$ cat src/rtl/multi_chan_counter_pkg.sv
// Shared types and helpers for the multi-channel counter.
// Holds the channel mode enum and the prescaler width function.
package multi_chan_counter_pkg;

    typedef enum logic {
        MODE_WRAP = 1'b0,
        MODE_STOP = 1'b1
    } mode_e;

    // Prescaler register width; never below one bit.
    function automatic int presc_w(input int p);
        int w;
        w = $clog2(p);
        return (w < 1) ? 1 : w;
    endfunction

endpackage

$ cat src/rtl/multi_chan_counter_chan.sv
// One counter channel: count, hit and done registers.
// Ports: clk, reset_l, tick, en, clr, mode, limit -> count, hit, done, term.
module multi_chan_counter_chan
    import multi_chan_counter_pkg::*;
#(
    parameter int WIDTH = 32
) (
    input  logic             clk,
    input  logic             reset_l,
    input  logic             tick,
    input  logic             en,
    input  logic             clr,
    input  mode_e            mode,
    input  logic [WIDTH-1:0] limit,
    output logic [WIDTH-1:0] count,
    output logic             hit,
    output logic             done,
    output logic             term
);

    logic step;
    logic at_term;

    // A channel only evaluates on an enabled tick while not done.
    assign step    = tick & en & ~done;
    // Checking before incrementing means count can never overflow.
    assign at_term = (count >= limit);
    assign term    = step & at_term;

    always_ff @(posedge clk or negedge reset_l) begin
        if (!reset_l) begin
            count <= '0;
            hit   <= 1'b0;
            done  <= 1'b0;
        end else if (clr) begin
            count <= '0;
            hit   <= 1'b0;
            done  <= 1'b0;
        end else if (step) begin
            if (at_term) begin
                hit <= 1'b1;
                if (mode == MODE_STOP) begin
                    done <= 1'b1;
                end else begin
                    count <= '0;
                end
            end else begin
                count <= count + 1'b1;
                hit   <= 1'b0;
            end
        end else begin
            hit <= 1'b0;
        end
    end

endmodule

$ cat src/rtl/multi_chan_counter.sv
// CHANNELS independent up-counters on a shared prescaled tick.
// Ports: clk, reset_l, en, clr, mode, limit -> count, hit, done, all_done.
module multi_chan_counter
    import multi_chan_counter_pkg::*;
#(
    parameter int WIDTH    = 32,
    parameter int CHANNELS = 4,
    parameter int PRESCALE = 1
) (
    input  logic                      clk,
    input  logic                      reset_l,
    input  logic [CHANNELS-1:0]       en,
    input  logic [CHANNELS-1:0]       clr,
    input  logic [CHANNELS-1:0]       mode,
    input  logic [CHANNELS*WIDTH-1:0] limit,
    output logic [CHANNELS*WIDTH-1:0] count,
    output logic [CHANNELS-1:0]       hit,
    output logic [CHANNELS-1:0]       done,
    output logic                      all_done
);

    logic                tick;
    logic [CHANNELS-1:0] term;

    // Free-running prescaler, independent of en and clr.
    if (PRESCALE == 1) begin : g_nopresc
        assign tick = 1'b1;
    end else begin : g_presc
        localparam int PW = presc_w(PRESCALE);
        localparam logic [PW-1:0] PLAST = PW'(PRESCALE - 1);

        logic [PW-1:0] presc;

        always_ff @(posedge clk or negedge reset_l) begin
            if (!reset_l) begin
                presc <= '0;
            end else if (presc == PLAST) begin
                presc <= '0;
            end else begin
                presc <= presc + 1'b1;
            end
        end

        assign tick = (presc == PLAST);
    end

    for (genvar i = 0; i < CHANNELS; i++) begin : g_chan
        multi_chan_counter_chan #(
            .WIDTH (WIDTH)
        ) u_chan (
            .clk     (clk),
            .reset_l (reset_l),
            .tick    (tick),
            .en      (en[i]),
            .clr     (clr[i]),
            .mode    (mode_e'(mode[i])),
            .limit   (limit[i*WIDTH +: WIDTH]),
            .count   (count[i*WIDTH +: WIDTH]),
            .hit     (hit[i]),
            .done    (done[i]),
            .term    (term[i])
        );

        if (PRESCALE > 1) begin : g_hit_chk
            a_hit_single: assert property (
                @(posedge clk) disable iff (!reset_l)
                hit[i] |=> !hit[i]
            );
        end

        a_done_stop: assert property (
            @(posedge clk) disable iff (!reset_l)
            done[i] |-> (mode[i] == MODE_STOP || clr[i])
        );

        c_wrap_hit: cover property (
            @(posedge clk) disable iff (!reset_l)
            hit[i] && !done[i]
        );

        c_stop_done: cover property (
            @(posedge clk) disable iff (!reset_l)
            $rose(done[i])
        );

        c_clr_term: cover property (
            @(posedge clk) disable iff (!reset_l)
            clr[i] && term[i]
        );
    end

    // Any WRAP channel keeps this low.
    assign all_done = &done;

endmodule

$ cat config.mk
export PLATFORM = sky130hd
export DESIGN_NAME = multi_chan_counter
export DESIGN_NICKNAME = d
export VERILOG_FILES = /design/src/rtl/multi_chan_counter_pkg.sv /design/src/rtl/multi_chan_counter_chan.sv /design/src/rtl/multi_chan_counter.sv
export SDC_FILE = /design/constraint.sdc
export NUM_CORES = 1
export LEC_CHECK = 0
export ABC_CLOCK_PERIOD_IN_PS = 6100
export BUFFER_PORTS_ARGS = -buffer_cell sky130_fd_sc_hd__buf_4
export CAP_MARGIN = 25
export CORE_MARGIN = 2
export CORE_UTILIZATION = 59
export DETAILED_ROUTE_END_ITERATION = 6
export PLACE_DENSITY = 0.88
export SLEW_MARGIN = 20
export SYNTH_ARGS = -nofsm -noshare
export SYNTH_HDL_FRONTEND = slang
export SYNTH_SLANG_ARGS = --single-unit
$ cat constraint.sdc
create_clock -name clk -period 6.1 [get_ports clk]
set_input_delay 0 -clock clk [delete_from_list [all_inputs] [get_ports clk]]
set_output_delay 0 -clock clk [all_outputs]
set_load 0.05 [all_outputs]
After elaboration in Yosys (flattened, before gate mapping)
Index checks and enable logic that the tools add are counted.
Widths: inputs -> output; s select.
{"block": "word_totals", "register_bits": 136, "word_cells": 97, "input_bits": 142, "out_inout_bits": 137}
{"block": "classes", "n_bitwise": 8, "mux": 44, "n_reduce_logical": 21, "n_lt_le_gt_ge": 4, "eq_ne": 4, "addsub": 4}
{"operator": "$mux 32", "count": 16}
{"operator": "$add 32x1->32 const B", "count": 4}
{"operator": "$ge 32x32->1", "count": 4}
{"operator": "$mux 1", "count": 28}
{"operator": "$reduce_bool 2->1", "count": 12}
{"operator": "$ne 3x3->1 const B", "count": 4}
{"operator": "$reduce_and 3->1", "count": 4}
{"operator": "$reduce_and 2->1", "count": 4}
{"operator": "$and 1x1->1", "count": 4}
{"operator": "$not 1->1", "count": 4}
{"operator": "$reduce_and 4->1", "count": 1}

Longest topological paths before layout
Gate-level depths: netlist (run 1).
{"block": "logic_depth", "ltp_word": 4, "depth_mapped": 12, "mapped_depth_nobuf": 10}

By module
A second synthesis (run 1) with hierarchy kept.
{"block": "unflattened", "hier_cells": 1338, "area_unflattened_um2": 10802.9}
{"mod": "multi_chan_counter_chan", "cells_each": 334, "instances": 4, "area_each_um2": 2697.6, "seq_area_each_um2": 850.8}
{"mod": "multi_chan_counter", "cells_each": 2, "instances": 1, "area_each_um2": 12.5, "seq_area_each_um2": 0.0}

Worst setup path after synthesis (run 1)
OpenSTA, ideal clock, no wires.
{"block": "synth_path", "kind": "flip-flop to flip-flop", "startpoint": "register g_chan[0].u_chan.count[0]", "endpoint": "register g_chan[0].u_chan.count[29]", "required_time_ns": 5.995, "path_stages_with_launch": 11, "t_arrival_ns": 2.940, "period_less_slack_ns": 3.044, "path_slack_ns": 3.056, "setup_ns": 0.105, "path_buffers": 1, "path_cell_list": "dfrtp_1 > inv_1 > ha_1 > nand2b_1 > a21o_1 > a211o_1 > a221oi_1 > o21ai_1 > a2111o_1 > buf_6 > o311ai_1"}
{"block": "synth_between", "elab_chain_len": 4, "elab_cells_between_ends": 7, "cone_classes": "add/sub: 1; order compare: 1; eq/ne: 1; mux: 3; reduce/logical: 1"}
{"item": "start: declaration", "line": "multi_chan_counter_chan.sv:15", "source": "output logic [WIDTH-1:0] count,"}
{"item": "start signal: assignment", "line": "multi_chan_counter_chan.sv:48", "source": "count <= count + 1'b1;"}
{"item": "$add 32x1->32 or $ge 32x32->1 (tied branches)", "line": "multi_chan_counter_chan.sv:48, multi_chan_counter_chan.sv:27"}
{"item": "$mux 32", "line": "multi_chan_counter_chan.sv:40", "source": "if (at_term) begin"}
{"item": "$mux 32", "line": "multi_chan_counter_chan.sv:39", "source": "end else if (step) begin"}
{"item": "$mux 32", "line": "multi_chan_counter_chan.sv:35", "source": "end else if (clr) begin"}
Several ways; a longest one is shown, not always the timed one. The select of a mux whose other input is x is not followed.
A chain may end at the register's enable or synchronous reset.

Worst setup path after layout (run 1)
{"block": "layout_path", "startpoint": "register g_chan[0].u_chan.count[0]", "endpoint": "register g_chan[0].u_chan.count[22]"}
Same word-level chain as after synthesis.

==> run_results.csv, run 1 <==
group,metric,value,unit
pwr,powerDensity,166,nW/um^2
clocking,clock-sinks,136,
clocking,clk_path_buf_depth,2,
worst_setup_path,timing.rr.start,"g_chan[0].u_chan.count[0]",
worst_setup_path,criticalPathCategory,"reg -> reg",
worst_setup_path,endpoint_kind,"flop",
detailed_routing,remaining_drc_errors,0,
clocking,ctsHoldBuffers,16,
clocking,path_clk_slew,60,ps
floorplan,fp.dieW,139,um
worst_setup_path,crit_end,"g_chan[0].u_chan.count[22]",
placed_design,place.gp.congestion,0.869,
min_path,min_from,"mode[3]",
worst_setup_path,r2r_cells,11,
flow_run,drv_cap,0,
clocking,h-tree-depth,4,
logic_synthesis,synth_cell_types,62,
logic_synthesis,async_reset_ff_frac,1.00,
worst_setup_path,arrival,3830,ps
sta,maxSlewViolCount,0,
detailed_routing,wl,31100,um
floorplan,num_io_pins,279,
grt,grt_pass1_vias,10600,
logic_synthesis,synth_area_leaders,"dfrtp_1, ha_1, inv_1, nand2_1, a21oi_1",
logic_synthesis,avgSynthCellArea,8.30,um^2
floorplan,die_h,139,um
finish,seqCellArea,3400,um^2
worst_setup_path,cp-start-kind,"flop",
finish,nNetsFinal,1848,
grt,grt_max_degree,73,
placed_design,portBuffers,278,
grt,gr-usage-all-layers,0.316,
grt,grt_first_pass_wirelength,51100,um
finish,syn2layout_area_growth,28.4,%
finish,multi_input_area,6510,um^2
sta,skew,11.2,ps
status,status,"complete, no violations",
logic_synthesis,yosys_warnings,0,
min_path,holdCritPathClass,"in -> reg",
logic_synthesis,yosysTopAreaCell,"dfrtp_1",
pwr,p_leak,7.28,nW
worst_setup_path,startpoint,"g_chan[0].u_chan.count[0]",
floorplan,coreArea,17900,um^2
logic_synthesis,syn_nets,1568,
sta,hold_violations,0,
worst_setup_path,crit_required,6440,ps
grt,globalRouteOverflowTotal,0,
clocking,post_cts_buffers,0,
sta,fin_crit,3500,ps
logic_synthesis,ys.flop_type,"dfrtp_1",
logic_synthesis,ys_seq_elements,136,
logic_synthesis,synth-edff-count,0,
sta,fmax,0.286,GHz
clocking,cts_tree,"done",
sta,min_period_over_period,0.573,
floorplan,fp-row-count,49,
finish,stdcell_count,1817,
sta,tns,0,ps
finish,final_layout_size_suffix_gt1_frac,0.226,
worst_setup_path,rr_endpoint,"g_chan[0].u_chan.count[22]",
logic_synthesis,yosysTopAreaCellShare,0.317,
floorplan,initial_core_util,0.600,
finish,num-fill-cells,1260,
clocking,cts_resized,0,
floorplan,dieArea,19300,um^2
detailed_routing,via_per_inst,6.14,
sta,slew_headroom,0.367,
logic_synthesis,yosysSeqAreaShare,0.317,
clocking,clockRootBuffer,"clkbuf_16",
grt,antenna_found_initial,1,
placed_design,placed_cells,1766,
logic_synthesis,synthesis.area,10700,um^2
sta,rsz0062_at_grt,"false",
logic_synthesis,synthCells,1294,
clocking,cts_buffers,17,
worst_setup_path,worstPathMaxFanout,15,
worst_setup_path,r2r_slack,2600,ps
detailed_routing,drtPass1Iterations,6,
placed_design,hpwl,22800,um
clocking,insertion_delay,420,ps
pwr,ir_drop,0.224,mV
sta,finalSetupViolations,0,
detailed_routing,ant_nets,0,
detailed_routing,routedWlPerCell,17.1,um
detailed_routing,vias,11100,
detailed_routing,drt_iter0_drc,919,
sta,worstMarginPinSlew,950,ps
-- report_power, final --
group	leakage, nW	total, W	internal (W)	switching (W)
clock network	0.295	0.00107	0.000679	0.000395
logic	5.09	0.000296	0.000131	0.000166
registers	1.89	0.000921	0.000909	0.0000119
-- cell families after synthesis --
group,Yosys count,share of synthesized area
simple gates,483,0.227
compound gates,307,0.198
buf+inv,208,0.0783
flops,136,0.317
fa+ha+maj,132,0.154
mux,28,0.0262
-- worst min path at each step --
stage	to	slack, ps	cells past startpoint
2_1_floorplan	g_chan[0].u_chan.count[0]	-300	0
3_3_place_gp	g_chan[0].u_chan.count[1]	20	1
3_5_place_dp	g_chan[0].u_chan.count[5]	30	1
4_1_cts	g_chan[3].u_chan.count[30]	40	4
5_1_grt	g_chan[3].u_chan.count[30]	80	4
6_report	g_chan[3].u_chan.count[30]	40	4
-- critical path, cell delays in order, from the launching register on --
cell and delay, ps:
dfrtp_1 420, inv_1 60, ha_1 270, nand2b_1 150
a21o_1 170, a211o_1 280, a221oi_1 320, o21ai_1 310
a2111o_1 750, buf_16 270, or3_1 330, o21ai_0 70
-- Yosys cell counts, types with 6 or more instances --
| master | number |
|---|---|
| a21o_1 | 30 |
| a21oi_1 | 100 |
| a221o_1 | 13 |
| a22o_1 | 6 |
| a31oi_1 | 29 |
| and2_1 | 11 |
| and3_1 | 40 |
| buf_2 | 12 |
| buf_4 | 8 |
| clkbuf_1 | 20 |
| dfrtp_1 | 136 |
| ha_1 | 132 |
| inv_1 | 163 |
| mux2i_1 | 27 |
| nand2_1 | 140 |
| nand2b_1 | 9 |
| nand3_1 | 90 |
| nand4_1 | 37 |
| nor2_1 | 67 |
| nor2b_1 | 8 |
| nor3_1 | 17 |
| nor4_1 | 9 |
| o21a_1 | 6 |
| o21ai_0 | 52 |
| o311ai_0 | 13 |
| o311ai_2 | 16 |
| or2_2 | 8 |
| or3_1 | 18 |
| or4_1 | 6 |
-- per-stage QoR --
step | utilization | worst slack (ps) | instance area (um^2) | hold slack, ps | power [W]
floorplan | - | 3060 | 10700 | -296 | 0.00108
global placement | 0.724 | 2600 | 13000 | 21.7 | 0.00121
detailed placement | 0.726 | 2450 | 13000 | 26.6 | 0.00122
CTS | 0.770 | 2410 | 13800 | 35.1 | 0.00230
global route | 0.770 | 2440 | 13800 | 80.2 | 0.00237
finish | 0.770 | 2600 | 13800 | 42.6 | 0.00229
-- area by class of cell --
cell class,instances,share of cell area
clock inverters,14,0.0132
well taps,229,0.0208
multi-input cells,950,0.472
repair buffers,306,0.172
inverters,163,0.0444
diodes,1,0.000181
clock buffers,18,0.0311
flip-flops and latches,136,0.247
-- state kept, by name (all words and copies together), names as in the netlist --
signal and count:
g_chan.u_chan.count 128, g_chan.u_chan.done 4, g_chan.u_chan.hit 4
-- metal layers --
layer / vias up / share of wire / global-route usage
met1: 5283 / 0.41 / 0.415
met5: - / 0 / 0
met3: 74 / 0.069 / 0.0528
met4: 0 / 0.022 / 0.112
li1: 5256 / - / -
met2: 536 / 0.50 / 0.531
-- cells in the final DEF (no fill, tap or decap), types with 17 or more instances in the layout --
master     instances
and3_1            40
inv_1            163
mux2i_1           27
nand4_1           37
nand3_1           90
o21ai_0           51
nor2_1            67
buf_4            286
a21oi_1          100
or3_1             18
a31oi_1           29
clkbuf_16         17
nand2_1          140
nor3_1            17
dfrtp_1          136
a21o_1            30
ha_1             132
Power figures use the tool's default switching activity.
==> run 2, diff against run 1 <==
--- a/config.mk
+++ b/config.mk
@@ -5,13 +5,14 @@
 export SDC_FILE = /design/constraint.sdc
 export NUM_CORES = 1
 export LEC_CHECK = 0
-export ABC_CLOCK_PERIOD_IN_PS = 6100
+export ABC_AREA = 1
+export ABC_CLOCK_PERIOD_IN_PS = 3200
 export BUFFER_PORTS_ARGS = -buffer_cell sky130_fd_sc_hd__buf_4
 export CAP_MARGIN = 25
 export CORE_MARGIN = 2
-export CORE_UTILIZATION = 59
+export CORE_UTILIZATION = 51
 export DETAILED_ROUTE_END_ITERATION = 6
-export PLACE_DENSITY = 0.88
+export PLACE_DENSITY = 0.79
 export SLEW_MARGIN = 20
 export SYNTH_ARGS = -nofsm -noshare
 export SYNTH_HDL_FRONTEND = slang
==> constraint.sdc (replaced) <==
create_clock -name clk -period 3.2 [get_ports clk]
set_input_delay 0 -clock clk [delete_from_list [all_inputs] [get_ports clk]]
set_output_delay 0 -clock clk [all_outputs]
set_load 0.05 [all_outputs]
==> run_results.csv, run 2 <==
group,metric,value,unit
sta,slew_headroom,0.533,
floorplan,initial_core_util,0.518,
placed_design,hpwl,26800,um
worst_setup_path,slowest_stage,"nand2_2",
worst_setup_path,endpoint_kind,"flop",
logic_synthesis,yosysTopAreaCellShare,0.271,
logic_synthesis,yosys_warnings,0,
worst_setup_path,worstPathMaxFanout,32,
clocking,insertion_delay,430,ps
floorplan,die_h,161,um
finish,num-fill-cells,2236,
finish,layout_commonest_cell,"nand2_1",
finish,fin_util,0.645,
sta,rsz0062_at_grt,"false",
sta,min_period_over_period,0.806,
sta,skew,14.6,ps
clocking,clockRootBuffer,"clkbuf_16",
grt,grt_pass1_vias,12100,
logic_synthesis,synth.most_common_cell,"nand2_1",
detailed_routing,routedWlPerCell,14.1,um
grt,antenna_found_initial,0,
worst_setup_path,arrival,2930,ps
floorplan,fp.dieW,161,um
worst_setup_path,crit_chain,"ha_1 > nand2_1 > nor2_1 > nand2_1 > nor2_1 > nand2_2 > nand2_4 > nand2_1 > nand2_2 > nand2_1 > nand2_1",
sta,tns,0,ps
finish,syn2layout_area_growth,24.6,%
min_path,holdCritPathClass,"in -> async",
floorplan,fp-row-count,57,
pwr,powerDensity,279,nW/um^2
floorplan,coreArea,24200,um^2
clocking,clk_path_buf_depth,2,
finish,nNetsFinal,2429,
finish,multi_input_area,7900,um^2
logic_synthesis,ys.flop_type,"dfrtp_1",
clocking,cts_buffers,17,
worst_setup_path,critPathTopFamily,"simple AND/OR/NAND/NOR gates",
finish,final_area,15600,um^2
worst_setup_path,crit_required,3560,ps
logic_synthesis,ys_seq_elements,136,
worst_setup_path,criticalPathCategory,"reg -> reg",
logic_synthesis,yosysSeqAreaShare,0.271,
worst_setup_path,cp-start-kind,"flop",
worst_setup_path,slowest_delay,510,ps
logic_synthesis,synthesis.area,12600,um^2
floorplan,num_io_pins,279,
worst_setup_path,cp_num_buf_inv,0,
logic_synthesis,avgSynthCellArea,6.72,um^2
pwr,p_leak,8.70,nW
clocking,post_cts_buffers,0,
grt,grt_first_pass_wirelength,57900,um
clocking,cts_resized,0,
finish,n_antenna_cell,0,
grt,gr-usage-all-layers,0.269,
grt,globalRouteOverflowTotal,0,
placed_design,place.gp.congestion,0.921,
logic_synthesis,synthTopCellsByCount,"nand2_1, inv_1, nor2_1, dfrtp_1, ha_1",
detailed_routing,vias,12800,
detailed_routing,via_per_inst,5.15,
sta,worstMarginPinSlew,697,ps
clocking,h-tree-depth,4,
sta,maxSlewViolCount,0,
logic_synthesis,yosysTopAreaCell,"dfrtp_1",
detailed_routing,drt_iter0_drc,882,
logic_synthesis,async_reset_ff_frac,1.00,
finish,largest_reg_flops,128,
sta,hold_violations,0,
clocking,path_clk_slew,70,ps
logic_synthesis,synthCells,1869,
detailed_routing,remaining_drc_errors,0,
finish,regMostFlops,"g_chan.u_chan.count",
sta,fmax,0.388,GHz
clocking,clock-sinks,136,
finish,seqCellArea,3400,um^2
placed_design,placed_cell_area,14900,um^2
sta,finalSetupViolations,0,
detailed_routing,wl,35200,um
clocking,cts_tree,"done",
flow_run,drv_cap,0,
pwr,ir_drop,0.293,mV
finish,final_cell_mix,"nand2_1, buf_4, inv_1",
detailed_routing,drtPass1Iterations,5,
finish,final_layout_size_suffix_gt1_frac,0.181,
detailed_routing,ant_nets,0,
logic_synthesis,syn_nets,2143,
placed_design,portBuffers,278,
logic_synthesis,synth_cell_types,43,
finish,reg.largest.list,"g_chan.u_chan.count (128), g_chan.u_chan.done (4), g_chan.u_chan.hit (4)",
logic_synthesis,synth_area_leaders,"dfrtp_1, nand2_1, ha_1, inv_1, nor2_1",
grt,grt_max_degree,63,
worst_setup_path,crit_top_cell,"nand2_1",
logic_synthesis,synth-edff-count,0,
sta,fin_crit,2580,ps
floorplan,dieArea,25900,um^2
status,status,"complete, no violations",
run 2: final cells by class:
class                      instances  area share
multi-input combinational       1433       0.505
sequential                       136       0.218
timing repair buffer             307       0.151
inverter                         260      0.0624
clock buffer                      17      0.0272
tap                              324      0.0259
clock inverter                    12      0.0100
run 2: path summary, 6_finish.rpt:
path	from	endpoint	slack, ps	depth (start not counted)
setup / recovery	g_chan[1].u_chan.count[30]	g_chan[1].u_chan.count[0]	620	11
hold / removal	reset_l	g_chan[2].u_chan.count[8]	120	2
setup reg to reg	g_chan[1].u_chan.count[30]	g_chan[1].u_chan.count[0]	620	11
hold reg to reg	g_chan[2].u_chan.count[31]	g_chan[2].u_chan.count[31]	560	2
max in group asynchronous	reset_l	g_chan[0].u_chan.count[9]	2290	3
min in group clk	en[2]	g_chan[2].u_chan.done	210	5
run 2: per-layer routing:
layer / vias up / track usage / wire [um]
met3: 52 / 0.0385 / 1940
met2: 370 / 0.470 / 17100
met1: 5969 / 0.354 / 15600
met4: 0 / 0.0641 / 562
met5: - / 0 / 0
li1: 6415 / - / -
run 2: report_power, final:
group          internal [W]  leakage (nW)  switching (W)  total [W]
sequential          0.00173          1.89      0.0000286    0.00176
combinational      0.000244          6.53       0.000351   0.000595
clock               0.00121         0.273       0.000788    0.00200
run 2: logic make-up (layout without fill, tap and decap cells):
kind of cell               Yosys count  count (layout)  share of synthesized area
xor gates and xnor gates           106             106                     0.0740
buffers and inverters              300             596                     0.0993
DFF                                136             136                      0.271
adders and majority gates          132             132                      0.132
AOI/OAI and AO/OA                  111             111                     0.0514
and+or+nand+nor                   1084            1084                      0.373
run 2: what timing repair did:
| item | in CTS | in global routing |
|---|---|---|
| hold endpoints to repair | 83 | 0 |
| endpoints found under the setup margin | 0 | 0 |
| hold buffers | 18 | 0 |
run 2: worst reg2reg max path: cells and delay by family, from the launching register on:
| family | cells | cell delay, ps |
|---|---|---|
| and+or+nand+nor | 10 | 1760 |
| DFF | 1 | 450 |
| adders and majority gates | 1 | 310 |
run 2: per-stage QoR:
| stage | setup WS [ps] | cells | total power [W] | hold WS, ps |
|---|---|---|---|---|
| final | 621 | 2489 | 0.00436 | 120 |
| after global routing | 456 | 2489 | 0.00451 | 184 |
| after CTS | 677 | 2489 | 0.00439 | 152 |
| after detailed placement | 724 | 2442 | 0.00238 | 36.3 |
| after global placement | 794 | 2442 | 0.00236 | 32.6 |
| after floorplan | 1020 | 1869 | 0.00211 | -296 |
